## src/rtl/ddr_page_front_pkg.sv

```systemverilog
// Shared opcode and state encodings for the page-oriented DDR front-end.
package ddr_page_front_pkg;

    localparam logic [3:0] OP_NOP  = 4'h0;
    localparam logic [3:0] OP_LA   = 4'h1;
    localparam logic [3:0] OP_LD   = 4'h2;
    localparam logic [3:0] OP_WRP  = 4'h3;
    localparam logic [3:0] OP_RDP  = 4'h4;
    localparam logic [3:0] OP_MODE = 4'h5;

    typedef enum logic [1:0] {
        ST_RST  = 2'd0,
        ST_IDLE = 2'd1,
        ST_BUSY = 2'd2,
        ST_ERR  = 2'd3
    } state_e;

endpackage

```

## src/rtl/ddr_page_timer.sv

```systemverilog
// Clearable saturating BUSY-cycle counter; expired_o flags the last allowed
// cycle so the FSM can leave BUSY on that same edge.
module ddr_page_timer #(
    parameter int TIMEOUT = 255
) (
    input  logic gclk_i,
    input  logic grst_i,
    input  logic clr_i,
    input  logic en_i,
    output logic expired_o
);
    localparam int CW = $clog2(TIMEOUT + 1);

    logic [CW-1:0] cnt_q;

    // Count enabled cycles, holding at TIMEOUT once reached.
    always_ff @(posedge gclk_i) begin
        if (grst_i || clr_i) begin
            cnt_q <= '0;
        end else if (en_i && (cnt_q != CW'(TIMEOUT))) begin
            cnt_q <= cnt_q + CW'(1);
        end
    end

    // cnt_q holds the number of BUSY cycles already completed, so this is the
    // TIMEOUT-th BUSY cycle when it equals TIMEOUT-1.
    assign expired_o = en_i && (cnt_q == CW'(TIMEOUT - 1));

endmodule

```

## src/rtl/ddr_page_front.sv

```systemverilog
// Instruction front-end: decodes {opcode, imm8} into address/page registers
// and issues whole-page read/write requests over a req/ack handshake.
module ddr_page_front
    import ddr_page_front_pkg::*;
#(
    parameter int ADDR_BYTES = 4,
    parameter int PAGE_BYTES = 4,
    parameter int TIMEOUT    = 255
) (
    input  logic                    gclk_i,
    input  logic                    grst_i,
    input  logic [11:0]             inst_i,
    input  logic                    inst_en_i,
    output logic [8*PAGE_BYTES-1:0] page_o,
    output logic                    ready_o,
    output logic                    error_o,
    output logic                    mem_req_o,
    output logic                    mem_we_o,
    output logic [8*ADDR_BYTES-1:0] mem_addr_o,
    output logic [8*PAGE_BYTES-1:0] mem_wdata_o,
    input  logic                    mem_ack_i,
    input  logic [8*PAGE_BYTES-1:0] mem_rdata_i
);
    localparam int AW = 8 * ADDR_BYTES;
    localparam int PW = 8 * PAGE_BYTES;

    state_e        state_q;
    logic [AW-1:0] addr_q;
    logic [PW-1:0] data_q;
    logic          autoinc_q;
    logic          we_q;
    logic          expired;

    logic [3:0] op;
    logic [7:0] imm;
    assign op  = inst_i[11:8];
    assign imm = inst_i[7:0];

    // Counter is held clear outside BUSY, so every request starts from zero.
    ddr_page_timer #(.TIMEOUT(TIMEOUT)) u_timer (
        .gclk_i    (gclk_i),
        .grst_i    (grst_i),
        .clr_i     (state_q != ST_BUSY),
        .en_i      (state_q == ST_BUSY),
        .expired_o (expired)
    );

    // Main FSM plus datapath registers; inst_en_i only matters in IDLE,
    // mem_ack_i only in BUSY, where ack takes priority over expiry.
    always_ff @(posedge gclk_i) begin
        if (grst_i) begin
            state_q   <= ST_RST;
            addr_q    <= '0;
            data_q    <= '0;
            autoinc_q <= 1'b0;
            we_q      <= 1'b0;
        end else begin
            case (state_q)
                ST_RST: state_q <= ST_IDLE;
                ST_IDLE: begin
                    if (inst_en_i) begin
                        case (op)
                            OP_NOP:  ;
                            OP_LA:   addr_q <= (addr_q << 8) | AW'(imm);
                            OP_LD:   data_q <= (data_q << 8) | PW'(imm);
                            OP_MODE: autoinc_q <= imm[0];
                            OP_WRP, OP_RDP: begin
                                we_q    <= (op == OP_WRP);
                                state_q <= ST_BUSY;
                            end
                            default: state_q <= ST_ERR;
                        endcase
                    end
                end
                ST_BUSY: begin
                    if (mem_ack_i) begin
                        if (!we_q)     data_q <= mem_rdata_i;
                        if (autoinc_q) addr_q <= addr_q + AW'(1);
                        state_q <= ST_IDLE;
                    end else if (expired) begin
                        state_q <= ST_ERR;
                    end
                end
                default: state_q <= ST_ERR;
            endcase
        end
    end

    // Status and handshake outputs decode straight from the state register.
    assign ready_o     = (state_q == ST_IDLE);
    assign error_o     = (state_q == ST_ERR);
    assign mem_req_o   = (state_q == ST_BUSY);
    assign mem_we_o    = we_q;
    assign mem_addr_o  = addr_q;
    assign mem_wdata_o = data_q;
    assign page_o      = data_q;

endmodule

```

## config.mk

```make
export PLATFORM = sky130hd
export DESIGN_NAME = ddr_page_front
export DESIGN_NICKNAME = d
export VERILOG_FILES = /design/src/rtl/ddr_page_front_pkg.sv /design/src/rtl/ddr_page_timer.sv /design/src/rtl/ddr_page_front.sv
export SDC_FILE = /design/constraint.sdc
export NUM_CORES = 1
export LEC_CHECK = 0
export BUFFER_PORTS_ARGS = -buffer_cell sky130_fd_sc_hd__clkbuf_2
export CORE_ASPECT_RATIO = 0.7
export CORE_UTILIZATION = 51
export DETAILED_ROUTE_END_ITERATION = 10
export PLACE_DENSITY = 0.91
export SYNTH_ARGS = -nofsm -noshare
export SYNTH_HDL_FRONTEND = slang
export SYNTH_SLANG_ARGS = --single-unit
```

## constraint.sdc

```tcl
create_clock -name gclk_i -period 2.6 [get_ports gclk_i]
set_input_delay 0.13 -clock gclk_i [delete_from_list [all_inputs] [get_ports gclk_i]]
set_output_delay 0.13 -clock gclk_i [all_outputs]
set_load 0.005 [all_outputs]
```

### After elaboration in Yosys (flattened, before gate mapping)

Index checks and enable logic that the tools add are counted.

* bits in registers: 76
* bits of input ports: 48
* output and inout port bits: 100
* word-level logic and storage cells: 57

* add/subtract/negate cells: 2
* equality and inequality tests: 19
* mux-type cells: 15
* bitwise gates (word level): 2
* reductions and logical operators: 13

Operator list (count)
* $mux W32: 8
* $pmux W32 S2: 2
* $or A32 B8 Y32: 2
* $add A32 B1 Y32 const B: 1
* $ne A2 B2 Y1 const B: 6
* $reduce_and A5 Y1: 2
* $reduce_and A3 Y1: 3
* $add A8 B1 Y8 const B: 1
* $eq A4 B2 Y1 const B: 2
* $eq A4 B3 Y1 const B: 2
* $eq A8 B8 Y1 const B: 1
* $ne A8 B8 Y1 const B: 1
* $mux W2: 3
* $pmux W2 S3: 1
* $eq A2 B2 Y1 const B: 2
* $eq A4 B1 Y1 const B: 1
* $logic_not A4 Y1: 1
* $ne A2 B1 Y1 const B: 2
* $pmux W2 S2: 1
* $reduce_or A4 Y1: 1
* $ne A3 B3 Y1 const B: 1
* $eq A2 B1 Y1 const B: 1
* $logic_and A1 B1 Y1: 2
* $logic_not A2 Y1: 1
* other kinds (3): 3

### Logic depth before layout (Yosys ltp)

Gate-level depths: netlist of the first run.

* depth in word-level cells: 5
* gate-level depth with buffers: 7

### By module

A second synthesis of the first run with hierarchy kept.

* cell total of the unflattened synthesis: 569
* area, all modules: 4379.2 µm²

Modules (own cells, without submodules)
* ddr_page_front: times used 1, cells an instance 518, area each 3920.0 µm²
* ddr_page_timer: times used 1, cells an instance 51, area each 459.2 µm²

### Least setup slack after synthesis of the first run

OpenSTA, ideal clock, no wires.

* path kind: register -> register
* start: register addr_q[2], in the netlist mem_addr_o[2]
* end: register addr_q[31], in the netlist mem_addr_o[31]
* library setup time: 119 ps
* data arrival time: 1865 ps
* required time: 2481 ps
* path slack: 616 ps
* stages on the path, launching flop included: 7
* buffers on the path: 1
* path through: dfxtp_1 > buf_2 > and4_4 > nand4_4 > or4_4 > o31a_1 > o221a_1

* word-level cells in the longest chain between the ends: 4

RTL lines
* start, declared: RTL line ddr_page_front.sv:28 `logic [AW-1:0] addr_q;`
* start signal, assigned: RTL line ddr_page_front.sv:64 `OP_LA: addr_q <= (addr_q << 8) | AW'(imm);`
* start signal, assigned: RTL line ddr_page_front.sv:78 `if (autoinc_q) addr_q <= addr_q + AW'(1);`
* $add A32 B1 Y32: RTL line ddr_page_front.sv:78
* $mux W32: RTL line ddr_page_front.sv:78
* $mux W32: RTL line ddr_page_front.sv:76 `if (mem_ack_i) begin`
* $pmux W32 S2: RTL line ddr_page_front.sv:58 `case (state_q)`

No other way between the ends. The select of a mux whose other input is x is not followed.
A chain may end at the register's enable or synchronous reset.

### Worst setup path after layout of the first run

* start: register addr_q[0], in the netlist mem_addr_o[0]
* end: register addr_q[28], in the netlist mem_addr_o[28]

The elaborated chain is that of the path after synthesis.

==> results of run 1 <==
flip-flops by register name, indices dropped and copies added (netlist names):
signal / cells
mem_addr_o: 32
mem_wdata_o: 32
u_timer.cnt_q: 8
state_q: 2
autoinc_q: 1
mem_we_o: 1
power groups by stage:
| stage | clock network, mW | registers [mW] | logic, mW |
|---|---|---|---|
| 6_report | 1.19 | 1.22 | 0.248 |
| 5_1_grt | 1.24 | 1.22 | 0.277 |
| 3_5_place_dp | 0 | 1.24 | 0.245 |
| 3_3_place_gp | 0 | 1.24 | 0.240 |
| 4_1_cts | 1.20 | 1.22 | 0.247 |
| 2_1_floorplan | 0 | 1.24 | 0.157 |
layout make-up:
cell class              instances  share of cell area (%)
well taps                     101                    2.44
clock buffers                  12                    4.95
inverters                       9                   0.652
flip-flops and latches         76                    29.3
clock inverters                 4                   0.458
multi-input cells             412                    45.9
repair buffers                156                    16.2
tightest hold or removal path, delay by kind of cell:
| family | cells | cell delay, ps |
|---|---|---|
| buffers and inverters | 1 | 80 |
| AO/OA/AOI/OAI | 1 | 70 |
| AND/OR/NAND/NOR | 1 | 40 |
metal layers:
layer,vias to the layer above,track usage [%],part of all wire (%)
li1,2232,-,-
met1,2181,39.4,44
met2,229,45.5,46
met3,19,8.09,9.2
met4,0,10.4,1.5
met5,-,0,0
kinds of logic after synthesis:
group / share of synthesized area, %
AOI/OAI and AO/OA: 23.9
xor gates and xnor gates: 1.41
DFF: 34.9
muxes: 1.15
and+or+nand+nor: 27.2
adders and majority gates: 0.861
buffers and inverters: 10.6
worst paths after layout:
path	startpoint	cells past startpoint	to
max reg2reg	mem_addr_o[0]$_SDFFE_PP0P_	6	mem_addr_o[28]$_SDFFE_PP0P_
min	mem_rdata_i[20]	3	mem_wdata_o[20]$_SDFFE_PP0P_
max	mem_addr_o[0]$_SDFFE_PP0P_	6	mem_addr_o[28]$_SDFFE_PP0P_
min reg2reg	mem_wdata_o[15]$_SDFFE_PP0P_	2	mem_wdata_o[23]$_SDFFE_PP0P_
layout by cell type (no fill, tap or decap), types with 7 or more instances in the layout:
| master | netlist | layout |
|---|---|---|
| clkbuf_2 | 1 | 147 |
| nand2_1 | 103 | 103 |
| dfxtp_1 | 76 | 76 |
| nor2_1 | 61 | 60 |
| a311oi_1 | 34 | 34 |
| a21oi_1 | 32 | 32 |
| o21ai_0 | 23 | 23 |
| nand3_1 | 20 | 20 |
| nor3_1 | 12 | 12 |
| a211oi_1 | 12 | 12 |
| nand4_1 | 11 | 11 |
| clkbuf_16 | 0 | 9 |
| inv_1 | 8 | 8 |
| nor4_1 | 7 | 7 |
==> results.yml, run 1 <==
placement:
  dp.cells: 754
  dpl.hpwl_um: 9050
  gp_congestion: 0.957
  io_buffer_count: 147
  dp_slack_ps: 456
  placed_area_um2: 4900
timing:
  period_share_pct: 84.5
  slew_headroom_pct: 53.1
  setup_ws_ps: 404
  drv_slew: 0
  setup_violations: 0
  hold_ws_ps: 28.7
  timing.fmax_mhz: 455
  fin_crit_ps: 2200
  tightest_slew_ps: 703
  finalHoldViolCount: 0
  clock_skew_ps: 4.67
  rsz0062_at_grt: "false"
  setup_tns_ps: 0
layout:
  seq_area_um2: 1520
  insertedDiodeCount: 0
  final_nets: 715
  multi_input_area_um2: 2380
  layoutNonFillerInstCount: 770
  final_core_util_pct: 64.2
  nFillCells: 718
  drive_gt1_share_pct: 27.4
  design_area_um2: 5180
  area_growth_pct: 18.9
grt:
  grt_overflow: 0
  grt_max_degree: 78
  grt_pass1_vias: 4227
  grt_pass1_wl_um: 20800
  grt_usage_pct: 29.4
  antenna_found_initial: 0
die:
  die_h_um: 79.4
  core-area_um2: 8070
  die-area_um2: 8930
  start_util_pct: 54.0
  io_pins: 148
  rows: 27
  fp.dieW_um: 113
clocking:
  cts.clk_slew.worst_paths_ps: 60
  holdBufCountCts: 0
  post-cts-setup-buffers: 0
  cts.sinks: 76
  clk_latency_ps: 340
  cts-root-buf: "clkbuf_16"
  cts-buffers-inserted: 9
  cts_tree: "yes"
  cts_buffer_depth: 2
  ctsResizeCount: 0
  h-tree-depth: 3
detailed_routing:
  dr.pass1.iters: 7
  avgRoutedWirePerCell_um: 16.9
  final_antenna_net_count: 0
  wl_um: 13000
  drcViolationCount: 0
  routed_via_density: 6.05
  drt_iter0_markers: 437
  vias: 4661
worst_hold_path:
  hold_path_class: "in -> reg"
power_and_ir_drop:
  p_leak_nw: 2.00
  max-vdd-ir-drop_mv: 0.284
  power_density_nw_per_um2: 512
  p_clk_share_pct: 44.8
  power_mw: 2.66
  swShare_pct: 25.1
  intPower_mw: 1.99
  power_frac_seq_pct: 45.8
  combPwrFrac_pct: 9.3
  switchingPower_mw: 0.665
worst_setup_path:
  cpPeakStageDelay_ps: 490
  critPathMaxFanout: 8
  critPathRequiredTime_ps: 2790
  cpMaxStageDelayCell: "dfxtp_1"
  arrival_ps: 2390
  cp.buffers_inverters: 0
  critPathKind: "reg -> reg"
  critical_path.top_delay_family: "simple AND/OR/NAND/NOR gates"
  regToRegSetupSlack_ps: 400
  cp_cell_sequence: "ha_1, and4_1, nand4_1, nor4_1, mux2i_1, o22ai_1"
  start_kind: "flop"
  worstSetupEndpointType: "flop"
yosys:
  syn_nets: 624
  syn-mean-instance-area_um2: 7.61
  synth_top_area_cell: "dfxtp_1"
  synth_common_cells: "nand2_1, dfxtp_1, nor2_1, a311oi_1"
  synth_top_cell_area_share_pct: 34.9
  yosysMostFrequentCell: "nand2_1"
  yosys_warnings: 0
  synth_area_leaders: "dfxtp_1, nand2_1, a311oi_1"
  syn_inst: 573
  synth_edf_count: 0
  synth_cell_types: 63
  ys.flop_type: "dfxtp_1"
  synthArstFlopShare_pct: 0
  synth_area_um2: 4360
  ys_seq_area_share_pct: 34.9
  synth_seq_cells: 76
job:
  drv_cap: 0
run_status:
  status: "finished clean"
(Power assumes the default switching activity.)
==> inputs of run 2 (changes only) <==
- CORE_UTILIZATION: 51 -> 46
- PLACE_DENSITY: 0.91 -> 0.87
- clock period: 2.6 -> 1.8 ns (I/O delays scaled with it)
==> run 2 against run 1 <==
The run now ends with setup timing left. First-iteration DRC count grew 43%. Register-to-register slack lost 440 ps. Die area is 11% higher. Largest cell class unchanged.
==> results.yml, run 2 (same netlist as run 1, synthesis figures left out) <==
detailed_routing:
  drt_iter0_markers: 627
  vias: 5228
  drcViolationCount: 0
  routed_via_density: 6.02
  avgRoutedWirePerCell_um: 17.7
  dr.pass1.iters: 5
  wl_um: 15300
  final_antenna_net_count: 0
clocking:
  h-tree-depth: 3
  cts_buffer_depth: 2
  cts-root-buf: "clkbuf_16"
  cts-buffers-inserted: 9
  clk_latency_ps: 340
  cts_tree: "yes"
  cts.sinks: 76
  cts.clk_slew.worst_paths_ps: 60
timing:
  clock_skew_ps: 5.32
  timing.fmax_mhz: 545
  tightest_slew_ps: 585
  rsz0062_at_grt: "true"
  setup_violations: 1
  drv_slew: 0
  setup_ws_ps: -35.5
  fin_crit_ps: 1840
  slew_headroom_pct: 60.9
  period_share_pct: 102
  finalHoldViolCount: 0
layout:
  final_cell_mix: "clkbuf_2, nand2_1, buf_4, dfxtp_1, nor2_1"
  drive_gt1_share_pct: 38.9
  area_growth_pct: 41.3
  final_core_util_pct: 67.4
  insertedDiodeCount: 0
  final_nets: 792
  nFillCells: 700
  layout_commonest_cell: "clkbuf_2"
placement:
  io_buffer_count: 147
  dpl.hpwl_um: 9920
  dp_slack_ps: -119
  gp_congestion: 0.885
grt:
  antenna_found_initial: 0
  grt_usage_pct: 28.7
  grt_overflow: 0
  grt_max_degree: 71
  grt_pass1_vias: 4669
  grt_pass1_wl_um: 22800
worst_setup_path:
  cp_cell_sequence: "nor3b_4, a22oi_2, a221oi_4, buf_12, clkbuf_16, nor2_1, a311oi_1"
  arrival_ps: 2060
  critPathKind: "reg -> reg"
  critPathRequiredTime_ps: 2020
  cpMaxStageDelayCell: "dfxtp_4"
  cp.buffers_inverters: 2
  critPathMaxFanout: 8
  start_kind: "flop"
  worstSetupEndpointType: "flop"
  critical_path.top_delay_family: "compound AO/OA/AOI/OAI gates"
  cpPeakStageDelay_ps: 380
power_and_ir_drop:
  power_density_nw_per_um2: 682
  power_mw: 4.20
  p_leak_nw: 2.49
  max-vdd-ir-drop_mv: 0.498
die:
  fp.dieW_um: 118
  start_util_pct: 47.7
  core-area_um2: 9140
  rows: 29
  io_pins: 148
  die_h_um: 83.4
  die-area_um2: 9880
worst_hold_path:
  hold_path_class: "in -> reg"
run_status:
  status: "finished with violations"
  violations: "setup timing"
job:
  drv_cap: 0
run 2: changes by cell type in the layout (fill, tap and decap cells not counted), sizes merged:
cell | previous run | this run
clkinv | 4 | 1
buf | 9 | 75
clkinvlp | 0 | 1
bufinv | 0 | 2
clkbuf | 159 | 161
dlygate4sd3 | 0 | 8
run 2: timing repair:
item,in CTS,in global routing
buffers inserted,1,5
endpoints found under the setup margin,37,56
endpoints found under the hold margin,8,0
gates resized for setup,13,26
gates cloned,2,3
hold buffers,8,0
pin swaps,3,32
run 2: per-stage QoR:
step | cells | area [um^2] | hold WS, ps | setup TNS [ps]
global placement | 835 | 5420 | 338 | -35.7
floorplan | 573 | 4400 | 205 | -45.1
CTS | 861 | 5940 | 0.132 | 0
finish | 869 | 6160 | 4.91 | -35.5
global route | 869 | 6160 | 8.65 | -264
detailed placement | 835 | 5420 | 345 | -2040
run 2: final cells by class:
cell class / count / area [um^2] / share of cell area [%]
well taps: 124 / 155 / 2.52
inverters: 9 / 33.8 / 0.549
clock inverters: 4 / 72.6 / 1.18
flip-flops and latches: 76 / 1550 / 25.2
repair buffers: 233 / 1580 / 25.7
clock buffers: 11 / 253 / 4.10
multi-input cells: 412 / 2510 / 40.8
run 2: final timing paths:
check / cells after the start / end / slack (ps) / start
worst max-delay path: 7 / mem_wdata_o[13]$_SDFFE_PP0P_ / -40 / state_q[1]$_SDFFE_PP0P_
worst min-delay path: 3 / mem_wdata_o[27]$_SDFFE_PP0P_ / 5 / mem_rdata_i[27]
worst max register to register: 7 / mem_wdata_o[13]$_SDFFE_PP0P_ / -40 / state_q[1]$_SDFFE_PP0P_
worst min register to register: 2 / mem_wdata_o[30]$_SDFFE_PP0P_ / 510 / mem_wdata_o[30]$_SDFFE_PP0P_
run 2: where the power goes:
part / total (mW) / switching (mW) / internal, mW / leakage [nW]
Combinational: 0.458 / 0.250 / 0.208 / 1.71
Sequential: 1.75 / 0.0398 / 1.71 / 0.624
Clock: 1.99 / 0.709 / 1.28 / 0.158
Total: 4.20 / 0.998 / 3.20 / 2.49
run 2: worst register-to-register path: cells and delay by family, from the launching register on:
kind            cells  cell delay, ps
compound gates      3             630
simple gates        2             360
flops               1             380
buf+inv             2             360
run 2: routing by layer:
metal | up-vias | wire [um] | GRT usage [%]
met3 | 56 | 1750 | 6.39
met1 | 2419 | 6130 | 37.5
met2 | 360 | 7000 | 46.3
li1 | 2393 | - | -
met4 | 0 | 466 | 10.4
met5 | - | 0 | 0
